[src/rtl/tcp_tx_pkt_serializer.sv]
// Purpose: serialize a TCP transmit descriptor into 4 header flits followed by payload words fetched from the buffer.
// Latency: first header flit the cycle after descriptor accept; each payload word costs a request cycle plus the buffer's response time.
// Backpressure: output stalls hold flit/last/padbytes; payload response ready passes out_ser_rdy straight through.
module tcp_tx_pkt_serializer #(
  parameter int DATA_W         = 64,
  parameter int PAYLOAD_ADDR_W = 32,
  parameter int PAYLOAD_LEN_W  = 16
) (
  input  logic                      clk,
  input  logic                      rst_n,
  input  logic                      tcp_ser_val,
  output logic                      ser_tcp_rdy,
  input  logic [31:0]               tcp_ser_src_ip,
  input  logic [31:0]               tcp_ser_dst_ip,
  input  logic [159:0]              tcp_ser_tcp_hdr,
  input  logic [PAYLOAD_ADDR_W-1:0] tcp_ser_payload_addr,
  input  logic [PAYLOAD_LEN_W-1:0]  tcp_ser_payload_len,
  output logic                      ser_buf_rd_req_val,
  input  logic                      buf_ser_rd_req_rdy,
  output logic [PAYLOAD_ADDR_W-1:0] ser_buf_rd_req_addr,
  input  logic                      buf_ser_rd_resp_val,
  output logic                      ser_buf_rd_resp_rdy,
  input  logic [DATA_W-1:0]         buf_ser_rd_resp_data,
  output logic                      ser_out_val,
  input  logic                      out_ser_rdy,
  output logic [DATA_W-1:0]         ser_out_data,
  output logic                      ser_out_last,
  output logic [2:0]                ser_out_padbytes
);

  // 14 bits is enough for 8192 words (len = 65535 rounds up to 8192).
  localparam int WL_W = PAYLOAD_LEN_W - 2;

  typedef enum logic [1:0] {IDLE, HDR, PL_REQ, PL_RESP} state_t;

  state_t                    state, state_nxt;
  logic [31:0]               src_ip_q;
  logic [31:0]               dst_ip_q;
  logic [159:0]              tcp_hdr_q;
  logic [PAYLOAD_ADDR_W-1:0] addr_q;
  logic [WL_W-1:0]           words_left_q;
  logic [2:0]                pad_q;
  logic [1:0]                hdr_cnt_q;
  logic [WL_W-1:0]           words_init;

  // ceil(len/8): whole words plus one more if any tail bytes remain.
  assign words_init = WL_W'({1'b0, tcp_ser_payload_len[PAYLOAD_LEN_W-1:3]})
                    + WL_W'(|tcp_ser_payload_len[2:0]);

  // The read address is only qualified by ser_buf_rd_req_val.
  assign ser_buf_rd_req_addr = addr_q;

  // State register.
  always_ff @(posedge clk or negedge rst_n) begin
    if (!rst_n) state <= IDLE;
    else        state <= state_nxt;
  end

  // Descriptor capture, header flit counter, read address and word countdown.
  always_ff @(posedge clk or negedge rst_n) begin
    if (!rst_n) begin
      src_ip_q     <= '0;
      dst_ip_q     <= '0;
      tcp_hdr_q    <= '0;
      addr_q       <= '0;
      words_left_q <= '0;
      pad_q        <= '0;
      hdr_cnt_q    <= '0;
    end else begin
      case (state)
        IDLE: if (tcp_ser_val) begin
          src_ip_q     <= tcp_ser_src_ip;
          dst_ip_q     <= tcp_ser_dst_ip;
          tcp_hdr_q    <= tcp_ser_tcp_hdr;
          addr_q       <= tcp_ser_payload_addr;
          words_left_q <= words_init;
          // (8 - len%8) % 8 is just the negated low three bits.
          pad_q        <= 3'd0 - tcp_ser_payload_len[2:0];
          hdr_cnt_q    <= '0;
        end
        HDR: if (out_ser_rdy) hdr_cnt_q <= hdr_cnt_q + 2'd1;
        PL_REQ: if (buf_ser_rd_req_rdy) addr_q <= addr_q + PAYLOAD_ADDR_W'(8);
        PL_RESP: if (buf_ser_rd_resp_val && out_ser_rdy) words_left_q <= words_left_q - WL_W'(1);
        default: ;
      endcase
    end
  end

  // Next-state and output decode; PL_RESP passes the buffer response straight to the output.
  always_comb begin
    state_nxt           = state;
    ser_tcp_rdy         = 1'b0;
    ser_out_val         = 1'b0;
    ser_out_data        = '0;
    ser_out_last        = 1'b0;
    ser_out_padbytes    = 3'd0;
    ser_buf_rd_req_val  = 1'b0;
    ser_buf_rd_resp_rdy = 1'b0;
    case (state)
      IDLE: begin
        ser_tcp_rdy = 1'b1;
        if (tcp_ser_val) state_nxt = HDR;
      end
      HDR: begin
        ser_out_val = 1'b1;
        case (hdr_cnt_q)
          2'd0:    ser_out_data = {src_ip_q, dst_ip_q};
          2'd1:    ser_out_data = tcp_hdr_q[159:96];
          2'd2:    ser_out_data = tcp_hdr_q[95:32];
          default: ser_out_data = {tcp_hdr_q[31:0], 32'h0};
        endcase
        if (hdr_cnt_q == 2'd3 && words_left_q == '0) begin
          // Header-only packet: the last flit carries 4 unused zero bytes.
          ser_out_last     = 1'b1;
          ser_out_padbytes = 3'd4;
        end
        if (out_ser_rdy && hdr_cnt_q == 2'd3)
          state_nxt = (words_left_q == '0) ? IDLE : PL_REQ;
      end
      PL_REQ: begin
        ser_buf_rd_req_val = 1'b1;
        if (buf_ser_rd_req_rdy) state_nxt = PL_RESP;
      end
      PL_RESP: begin
        ser_out_val         = buf_ser_rd_resp_val;
        ser_buf_rd_resp_rdy = out_ser_rdy;
        ser_out_data        = buf_ser_rd_resp_data;
        if (words_left_q == WL_W'(1)) begin
          ser_out_last     = 1'b1;
          ser_out_padbytes = pad_q;
        end
        if (buf_ser_rd_resp_val && out_ser_rdy)
          state_nxt = (words_left_q == WL_W'(1)) ? IDLE : PL_REQ;
      end
      default: state_nxt = IDLE;
    endcase
  end

endmodule

[config.mk]
export PLATFORM = sky130hd
export DESIGN_NAME = tcp_tx_pkt_serializer
export DESIGN_NICKNAME = d
export VERILOG_FILES = /design/src/rtl/tcp_tx_pkt_serializer.sv
export SDC_FILE = /design/constraint.sdc
export NUM_CORES = 1
export LEC_CHECK = 0
export ABC_CLOCK_PERIOD_IN_PS = 5800
export BUFFER_PORTS_ARGS = -buffer_cell sky130_fd_sc_hd__clkbuf_2
export CAP_MARGIN = 20
export CORE_MARGIN = 5
export CORE_UTILIZATION = 40
export DETAILED_ROUTE_END_ITERATION = 8
export PLACE_DENSITY = 0.65
export REMOVE_ABC_BUFFERS = 1
export SYNTH_ARGS = -nofsm -noshare
export SYNTH_HDL_FRONTEND = slang
export SYNTH_SLANG_ARGS = --single-unit
[constraint.sdc]
create_clock -name clk -period 5.8 [get_ports clk]
set_input_delay 0.58 -clock clk [delete_from_list [all_inputs] [get_ports clk]]
set_output_delay 0.58 -clock clk [all_outputs]
set_load 0.1 [all_outputs]
=== Word-level counts from Yosys, hierarchy flattened ===
Index checks and enable logic that the tools add are counted.

* Bits in registers: 277
* Latch bits: 0
* Memory bits (writable): 0
* Bits in read-only memories: 0
* Input port bits: 342
* Memories: 0

* $add $sub $neg: 5
* Multiply operators: 0
* Div/mod/pow operators: 0
* Magnitude comparators: 0
* Equal/unequal tests: 12
* Shift operators: 0
* Multiplexer cells: 28
* Bitwise logic cells: 0
* Reduce and logical (&&, ||, !) cells: 15

{| class="wikitable"
|+ Operators with widths
! kind !! number
|-
| $pmux W64 S3 || 1
|-
| $pmux W64 S2 || 1
|-
| $mux W32 || 2
|-
| $pmux W32 S2 || 1
|-
| $add A32 B4 Y32 const B || 1
|-
| $mux W14 || 2
|-
| $pmux W14 S2 || 1
|-
| $mux W2 || 8
|-
| $add A13 B1 Y14 || 1
|-
| $eq A14 B1 Y1 const B || 1
|-
| $logic_not A14 Y1 || 1
|-
| $sub A14 B1 Y14 const B || 1
|-
| $ne A2 B2 Y1 const B || 5
|-
| $reduce_and A3 Y1 || 3
|-
| $eq A2 B2 Y1 const B || 4
|-
| $pmux W2 S4 || 1
|-
| $mux W3 || 2
|-
| $pmux W3 S2 || 1
|-
| $reduce_bool A2 Y1 || 3
|-
| $mux W1 || 5
|-
| $eq A2 B1 Y1 const B || 2
|-
| $logic_not A2 Y1 || 2
|-
| $pmux W1 S2 || 2
|-
| $pmux W2 S2 || 1
|-
| other kinds (6) || 8
|}

=== Depth between registers and ports, before layout ===
Gate-level depths: netlist of the first run.

* Depth after elaboration: 4
* Gate-level depth with buffers: 11
* Depth with buffers taken out: 11

=== Worst setup path before layout of the first run ===
Ideal clock, no wire load.

* Kind: register to output
* Start point: register hdr_cnt_q[0]
* End point: output ser_out_data[0]
* Data arrival time: 3.757 ns
* Required time: 5.220 ns
* Path slack: 1.463 ns
* Stages on the path, launching flop included: 8
* Buffers on the path: 3
* Cells stage by stage: dfrtp_1 -> inv_1 -> ha_1 -> clkbuf_1 -> buf_1 -> clkbuf_1 -> a222oi_1 -> o21ai_0

* Cells in the longest elaborated chain, start to end: 3
* Elaborated cells between the ends (all ways): 5

{| class="wikitable"
|+ Ends and longest elaborated chain
! element !! RTL line !! text
|-
| start: declaration || 43 || <nowiki>logic [1:0] hdr_cnt_q;</nowiki>
|-
| start signal: assignment || 81 || <nowiki>HDR: if (out_ser_rdy) hdr_cnt_q <= hdr_cnt_q + 2'd1;</nowiki>
|-
| $eq A2 B2 Y1, or another cell as far along || 106 || <nowiki>case (hdr_cnt_q)</nowiki>
|-
| $pmux W64 S3 (*) || 106 ||
|-
| $pmux W64 S2 (*) || 99 || <nowiki>case (state)</nowiki>
|-
| end: declaration || 26 || <nowiki>output logic [DATA_W-1:0] ser_out_data,</nowiki>
|}

Every way passes the cells marked *; elsewhere a longest branch is shown, timed or not.

=== Worst setup path after layout of the first run ===
* Start point: register hdr_cnt_q[0]
* End point: output ser_out_data[32]

Same word-level chain as after synthesis.

==> results.toml, run 1 <==
[outcome]
status = "finished clean"

[cts]
postCtsHoldBufs = 0
clk_latency_ns = 0.56
clock_sinks = 277
htreeDepth = 1
cts_made_buffers = 31
postCtsResizedCells = 0
postCtsSetupBuffers = 0
cts_root_buf = "clkbuf_16"
cts_buffer_depth = 3
clkTransAtPathRegs_ns = 0.06
cts_tree = "done"

[pwr]
power.share.clock = 0.200
switching_share = 0.494
intPower_w = 0.00523
power_w = 0.0103
powerDensity_nw_per_um2 = 596
p_leak_nw = 9.11
switchingPower_w = 0.00510
pwr-share-comb = 0.463
max-vdd-ir-drop_v = 0.000499
seqPwrFrac = 0.337

[final_layout]
final_net_count = 2454
drive_above_1_share = 0.254
area_growth_pct = 26.0

[yosys]
synth.cell_area_um2 = 13800
ys_warn_count = 0
synth-edff-count = 0
synth_ff_type = "dfrtp_1"
yosysUniqueCellTypes = 57
synth_seq_area_share = 0.503
syn_area_per_cell_um2 = 7.97
synthArstFlopShare = 1.00
ys_ff_latch = 277
synthCells = 1729

[sta]
slew_headroom = 0.327
rsz0062_at_grt = "no"
setup_ws_ns = 1.60
max_slew.worst_pin.slew_ns = 1.01
fin_crit_ns = 4.20
fin_worst_hold_slack_ns = 0.0835
max_freq_ghz = 0.238
finalCritPeriodShare = 0.724
maxSlewViolCount = 0
finClkSkew_ns = 0.0133
hold_violations = 0
setup_viol = 0

[placed_design]
place_ws_ns = 2.18
hpwl_um = 30500
gp_congestion = 0.883
portBuffers = 445

[floorplan]
core_um2 = 34300
die_width_um = 196
die_h_um = 196
ioPinCount = 446
die_area_um2 = 38300
core.rowCount = 68
start_util = 0.402

[setup_path]
path_class = "reg2out"
start_kind = "register"
path_max_fanout = 41
critPathRequiredTime_ns = 5.22
cp_data_arrival_time_ns = 3.62
timing.critical_path.to_type = "output port"

[routing]
wl_per_cell_um = 17.3
drc = 0
vias = 13571
drtPass1Iterations = 7
ant_nets = 0
wl_um = 44600
viasPerCell = 5.26
drt-initial-drc-count = 1046

[flow_run]
maxCapViolCount = 0

[grt]
grt_max_degree = 162
grt_use_total = 0.221
antenna_found_initial = 4
grt_overflow = 0
grt_pass1_wl_um = 70100
grt_pass1_vias = 13373

[hold_path]
holdCritPathClass = "in2async"
metrics by stage:
stage                     utilization  cell area [µm²]  setup TNS (ns)  cells
after CTS                       0.506            17400               0   2578
after global placement          0.474            16300               0   2522
after detailed placement        0.474            16300               0   2522
after global routing            0.506            17400               0   2579
final                           0.506            17400               0   2579
after floorplan                     -            13300        -1955.50   1607
state kept, by name, indices dropped and copies added, names as in the netlist:
name,count
ser_buf_rd_req_addr,32
pad_q,3
words_left_q,14
src_ip_q,32
tcp_hdr_q,160
state,2
dst_ip_q,32
hdr_cnt_q,2
cell usage in the layout, fill, tap and decap left out, types with 11 or more instances in the layout:
master     count
nand2_1      806
inv_1         15
clkbuf_2     444
nand4_1       13
nor3_1        11
nand3_1       11
a21oi_1       76
a222oi_1      64
nor2_1        64
buf_4         13
clkbuf_16     31
dfrtp_1      275
o21ai_0      101
and2_1        37
routing by layer:
layer,share of wire,wire length [µm],vias to the layer above,track usage
met5,0.00088,39,-,0
met4,0.022,1000,6,0.0522
met3,0.080,3580,80,0.0483
met2,0.48,21400,525,0.363
met1,0.42,18600,6423,0.301
li1,-,-,6537,-
path summary, 6_finish.rpt:
check | startpoint | to | slack, ns | depth (start not counted)
setup / recovery | hdr_cnt_q[0] | ser_out_data[32] | 1.60 | 9
hold reg to reg | tcp_hdr_q[31] | tcp_hdr_q[31] | 0.47 | 2
setup reg to reg | state[1] | ser_buf_rd_req_addr[29] | 2.74 | 9
hold / removal | rst_n | words_left_q[7] | 0.08 | 1
min in group clk | tcp_ser_tcp_hdr[26] | tcp_hdr_q[26] | 0.21 | 3
max in group asynchronous | rst_n | tcp_hdr_q[80] | 4.39 | 2
cell usage after synthesis (7+ instances only):
cell type  number  area share
clkbuf_1      100       0.027
buf_1          11      0.0030
nand2_1       806        0.22
a222oi_1       64       0.046
and2_1         37       0.017
o22ai_1         9      0.0041
a31oi_1         8      0.0036
nand4_1        13      0.0059
xor2_1          7      0.0044
dfrtp_1       277        0.50
ha_1           12       0.011
nor3_1         11      0.0040
buf_2          10      0.0036
nand3_1        11      0.0040
o21ai_0       101       0.037
nor2_1         64       0.017
a21oi_1        77       0.028
inv_1          15      0.0041
cell families (layout without fill, tap and decap cells):
group | count (synthesis) | after routing | synth area share
buffers and inverters | 137 | 531 | 0.0388
XOR/XNOR | 9 | 9 | 0.00572
AO/OA/AOI/OAI | 298 | 298 | 0.143
adder cells (fa/ha/maj) | 12 | 12 | 0.0109
other | 0 | 1 | 0
AND/OR/NAND/NOR | 994 | 994 | 0.297
multiplexers | 2 | 2 | 0.00145
flip-flops | 277 | 277 | 0.503
power by group through the flow:
| stage | sequential, W | clock, W | combinational (W) |
|---|---|---|---|
| 3_5_place_dp | 0.00350 | 0 | 0.00480 |
| 2_1_floorplan | 0.00410 | 0 | 0.00303 |
| 4_1_cts | 0.00347 | 0.00212 | 0.00481 |
| 5_1_grt | 0.00360 | 0.00220 | 0.00518 |
| 6_report | 0.00348 | 0.00207 | 0.00478 |
| 3_3_place_gp | 0.00347 | 0 | 0.00473 |
critical path: stages, from the launching register on:
cell	delay [ns]
dfrtp_1	0.44
inv_1	0.15
ha_2	0.88
buf_4	0.44
a222oi_1	0.16
nor2_1	0.15
a21oi_1	0.06
o21ai_0	0.16
and2_1	0.14
clkbuf_2	0.45
area by class of cell:
| type | instances | area, µm² |
|---|---|---|
| multi-input combinational | 1315 | 6330 |
| sequential | 277 | 6930 |
| inverter | 15 | 56.3 |
| fill | 3400 | 16900 |
| tap | 455 | 569 |
| antenna | 1 | 2.50 |
| clock buffer | 47 | 936 |
| timing repair buffer | 460 | 2370 |
| clock inverter | 9 | 148 |
Note: power is estimated with default switching activity, not from simulation.
==> run 2, diff against run 1 <==
- ABC_AREA: unset -> 1
- ABC_CLOCK_PERIOD_IN_PS: 5800 -> 3700
- PLACE_DENSITY: 0.65 -> 0.67
- clock period: 5.8 -> 3.7 ns (I/O delays scaled with it)
==> results.toml, run 2 <==
[setup_path]
critPathRequiredTime_ns = 3.33
cp_data_arrival_time_ns = 3.04
crit_chain = "inv_1 -> ha_2 -> buf_12 -> nand2_1 -> a31oi_1 -> o21ai_0 -> nand2_1 -> clkbuf_2"
start_kind = "register"
cp_common_cell = "nand2_1"
timing.critical_path.to_type = "output port"
critPathTopFamily = "buffers and inverters"
path_max_fanout = 28
path_class = "reg2out"
slowest_delay_ns = 0.54
crit_buf_inv = 3
critical_path.slowest_cell = "ha_2"

[floorplan]
die_area_um2 = 40100
core_um2 = 35700
die_width_um = 200
start_util = 0.406
core.rowCount = 69
ioPinCount = 446
die_h_um = 200

[pwr]
switchingPower_w = 0.0108
p_leak_nw = 10.9
switching_share = 0.549
pwr-share-comb = 0.554
power_w = 0.0197
power.share.clock = 0.168
powerDensity_nw_per_um2 = 979
seqPwrFrac = 0.278
intPower_w = 0.00887
max-vdd-ir-drop_v = 0.000939

[yosys]
yosys.area.top_type = "dfrtp_1"
synth.cell_area_um2 = 14500
synth_common_cells = "1103 x nand2_1, 277 x dfrtp_1, 96 x o21ai_0, 82 x nor2_1, 78 x inv_1"
ys_warn_count = 0
synthArstFlopShare = 1.00
synth_area_leaders = "dfrtp_1 48%, nand2_1 29%, o21ai_0 3.3%"
synth_seq_area_share = 0.479
synthCells = 2030
syn_area_per_cell_um2 = 7.13
yosysMostFrequentCell = "nand2_1"
synth-edff-count = 0
ys_ff_latch = 277
yosysUniqueCellTypes = 35
synth_top_area_frac = 0.479
synth_ff_type = "dfrtp_1"

[routing]
wl_per_cell_um = 16.7
drc = 0
ant_nets = 0
drt-initial-drc-count = 859
vias = 15684
drtPass1Iterations = 7
viasPerCell = 5.05
wl_um = 51900

[placed_design]
hpwl_um = 35100
place_ws_ns = 0.931
portBuffers = 445
placed_area_um2 = 17100
gp_congestion = 0.912

[hold_path]
holdCritPathClass = "in2reg"

[sta]
finClkSkew_ns = 0.0189
setup_ws_ns = 0.291
setup_viol = 0
finalCritPeriodShare = 0.921
slew_headroom = 0.268
max_freq_ghz = 0.293
maxSlewViolCount = 0
hold_violations = 0
fin_crit_ns = 3.41
rsz0062_at_grt = "no"
max_slew.worst_pin.slew_ns = 1.10

[flow_run]
maxCapViolCount = 0

[outcome]
status = "finished clean"

[grt]
grt_overflow = 0
grt_max_degree = 105
grt_pass1_vias = 16229
grt_use_total = 0.249
antenna_found_initial = 3
grt_pass1_wl_um = 83200

[cts]
clkTransAtPathRegs_ns = 0.06
cts_tree = "done"
htreeDepth = 1
clock_sinks = 277
cts_buffer_depth = 3
cts_root_buf = "clkbuf_16"
clk_latency_ns = 0.58
postCtsResizedCells = 0
cts_made_buffers = 31

[final_layout]
area_growth_pct = 38.8
layout_common_cells = "1103 x nand2_1, 443 x clkbuf_2, 277 x dfrtp_1, 191 x dlygate4sd3_1, 96 x o21ai_0"
regMostFlops = "tcp_hdr_q"
final_net_count = 2974
drive_above_1_share = 0.208
largest_reg_flops = 160
design_area_um2 = 20100
final_common_cell = "nand2_1"
==> run 2: final timing paths <==
kind,start,endpoint,slack [ns],cells after the start
worst max-delay path,hdr_cnt_q[0],ser_out_data[52],0.29,8
max in group asynchronous,rst_n,dst_ip_q[0],2.26,3
worst min-delay path,tcp_ser_tcp_hdr[3],tcp_hdr_q[3],0.02,3
worst min register to register,tcp_hdr_q[25],tcp_hdr_q[25],0.48,2
min in group asynchronous,rst_n,words_left_q[5],0.38,2
worst max register to register,state[1],hdr_cnt_q[1],1.23,6
==> run 2: power groups by stage <==
stage / Combinational, W / Sequential (W) / Clock [W]
finish: 0.0109 / 0.00547 / 0.00331
global route: 0.0117 / 0.00563 / 0.00348
CTS: 0.0109 / 0.00544 / 0.00338
detailed placement: 0.0107 / 0.00547 / 0
global placement: 0.0105 / 0.00543 / 0
floorplan: 0.00714 / 0.00639 / 0
==> run 2: worst register-to-register path: cells and delay by family (launching register included) <==
| kind | cells | cell delay, ns |
|---|---|---|
| flops | 1 | 0.48 |
| simple gates | 3 | 0.52 |
| compound gates | 2 | 0.49 |
| buf+inv | 1 | 0.84 |
==> run 2: timing repair <==
item / 4_1_cts / 5_1_grt
hold buffers: 191 / 0
endpoints found under the hold margin: 288 / 0
buffers inserted: 0 / 0
==> run 2: area by class of cell <==
type	count	area, µm²
fillers	3250	15600
clock buffers	40	860
inverters	84	320
multi-input cells	1562	6740
repair buffers	664	4420
diodes	3	7.51
clock inverters	16	231
flip-flops and latches	277	6930
well taps	461	577
==> run 2: cells by family (layout without fill, tap and decap cells) <==
logic type                 Yosys count  after routing  synth area share
AOI/OAI and AO/OA                  253            253             0.101
other                                0              3                 0
DFF                                277            277             0.479
buffers and inverters              191            804            0.0565
xor gates and xnor gates             8              8           0.00484
adders and majority gates           12             12            0.0104
and+or+nand+nor                   1289           1289             0.348
==> run 2: per-stage QoR <==
step            util  hold WS [ns]  instances  TNS, ns
2_1_floorplan      -        0.0744       1923  -317.55
3_3_place_gp   0.479         0.456       2857        0
3_5_place_dp   0.479         0.460       2857        0
4_1_cts        0.563      0.000555       3104        0
5_1_grt        0.563       0.00327       3107        0
6_report       0.563        0.0151       3107        0
==> run 2: metal layers <==
layer / wire length, µm / GRT usage
met2: 25100 / 0.429
met4: 2010 / 0.0878
met5: 0 / 0
met1: 21400 / 0.318
met3: 3410 / 0.0427
==> run 3, diff against run 2 <==
- CORE_MARGIN: 5 -> 1.5
- CORE_UTILIZATION: 40 -> 47
- PLACE_DENSITY: 0.67 -> 0.77
==> results.toml, run 3 (synthesized netlist as in run 2, its figures left out) <==
[outcome]
status = "finished clean"

[routing]
vias = 15196
drc = 0
ant_nets = 0
wl_um = 47100
viasPerCell = 5.25
drt-initial-drc-count = 1065
wl_per_cell_um = 16.3
drtPass1Iterations = 5

[setup_path]
slowest_delay_ns = 0.52
crit_buf_inv = 3
start_kind = "register"
critPathRequiredTime_ns = 3.33
r2r_setup_slack_ns = 1.49
critPathTopFamily = "buffers and inverters"
path_class = "reg2out"
cp_data_arrival_time_ns = 3.10
crit_chain = "ha_2 -> inv_1 -> buf_4 -> o21ai_0 -> nand2_1 -> clkbuf_2"
path_max_fanout = 18
timing.critical_path.to_type = "output port"
critical_path.slowest_cell = "ha_2"

[grt]
grt_max_degree = 106
antenna_found_initial = 9
grt_use_total = 0.291
met3_usage = 0.0439
busiest_layer = "met2"
grt_pass1_wl_um = 73500
grtUsageMet2 = 0.497
grtUsageMet1 = 0.368
grt_overflow = 0
grt_pass1_vias = 14699

[final_layout]
area_growth_pct = 28.2
drive_above_1_share = 0.218
final_common_cell = "nand2_1"
regMostFlops = "tcp_hdr_q"
final_net_count = 2827
nFillCells = 2763
largest_reg_flops = 160
layout_common_cells = "1103 x nand2_1, 436 x clkbuf_2, 277 x dfrtp_1, 96 x o21ai_0, 82 x nor2_1"

[placed_design]
portBuffers = 445
hpwl_um = 32200
gp_congestion = 0.942
place_ws_ns = 0.824

[sta]
finClkSkew_ns = 0.0126
fin_worst_hold_slack_ns = 0.0149
fin_crit_ns = 3.47
slew_headroom = 0.273
hold_violations = 0
max_freq_ghz = 0.288
setup_ws_ns = 0.229
maxSlewViolCount = 0
finalCritPeriodShare = 0.938
setup_viol = 0
rsz0062_at_grt = "no"
max_slew.worst_pin.slew_ns = 1.09

[floorplan]
die_h_um = 178
die_width_um = 178
start_util = 0.476
core.rowCount = 64
core_um2 = 30400
ioPinCount = 446
die_area_um2 = 31900

[cts]
htreeDepth = 1
postCtsHoldBufs = 48
clk_latency_ns = 0.55
cts_made_buffers = 30
clkTransAtPathRegs_ns = 0.07
cts_tree = "done"
cts_buffer_depth = 3
cts_root_buf = "clkbuf_16"
postCtsSetupBuffers = 0
clock_sinks = 277
postCtsResizedCells = 0

[pwr]
p_leak_nw = 10.2
powerDensity_nw_per_um2 = 1040
max-vdd-ir-drop_v = 0.000987

[hold_path]
holdCritPathClass = "in2reg"

[flow_run]
maxCapViolCount = 0
run 3: per-stage QoR:
step / utilization / TNS (ns) / instance area (µm²) / total power [W] / std cells
2_1_floorplan: - / -317.55 / 14000 / 0.0135 / 1923
3_3_place_gp: 0.559 / 0 / 17000 / 0.0159 / 2789
3_5_place_dp: 0.559 / 0 / 17000 / 0.0161 / 2789
4_1_cts: 0.609 / 0 / 18500 / 0.0194 / 2889
5_1_grt: 0.610 / 0 / 18600 / 0.0205 / 2896
6_report: 0.610 / 0 / 18600 / 0.0193 / 2896
run 3: final timing paths:
check / depth (start not counted) / endpoint / start
setup / recovery: 6 / ser_out_data[57] / hdr_cnt_q[1]
hold / removal: 3 / tcp_hdr_q[93] / tcp_ser_tcp_hdr[93]
setup reg to reg: 6 / tcp_hdr_q[134] / state[1]
hold reg to reg: 2 / src_ip_q[25] / src_ip_q[25]
max in group asynchronous: 3 / tcp_hdr_q[12] / rst_n
min in group asynchronous: 2 / words_left_q[4] / rst_n
run 3: final cells by class:
cell class / instances / area, µm² / area share
Tap cell: 396 / 495 / 0.0267
Inverter: 84 / 320 / 0.0173
Antenna cell: 7 / 17.5 / 0.000944
Clock inverter: 12 / 168 / 0.00904
Multi-Input combinational cell: 1562 / 6740 / 0.363
Timing Repair Buffer: 518 / 3010 / 0.162
Clock buffer: 40 / 870 / 0.0469
Sequential cell: 277 / 6930 / 0.374
run 3: power breakdown:
group	total (W)	internal, W	switching (W)	leakage (nW)
clock network	0.00316	0.00191	0.00125	0.505
logic	0.0107	0.00237	0.00832	6.27
registers	0.00549	0.00445	0.00105	3.45
run 3: worst reg2reg max path, delay by kind of cell (launching register included):
kind	cells	cell delay, ns
buffers and inverters	2	0.98
DFF	1	0.46
and+or+nand+nor	4	0.70
run 3: per-layer routing:
| metal | part of all wire | routed length [µm] |
|---|---|---|
| met1 | 0.41 | 19100 |
| met2 | 0.49 | 22900 |
| met3 | 0.067 | 3130 |
| met4 | 0.040 | 1880 |
| met5 | 0.00057 | 27 |
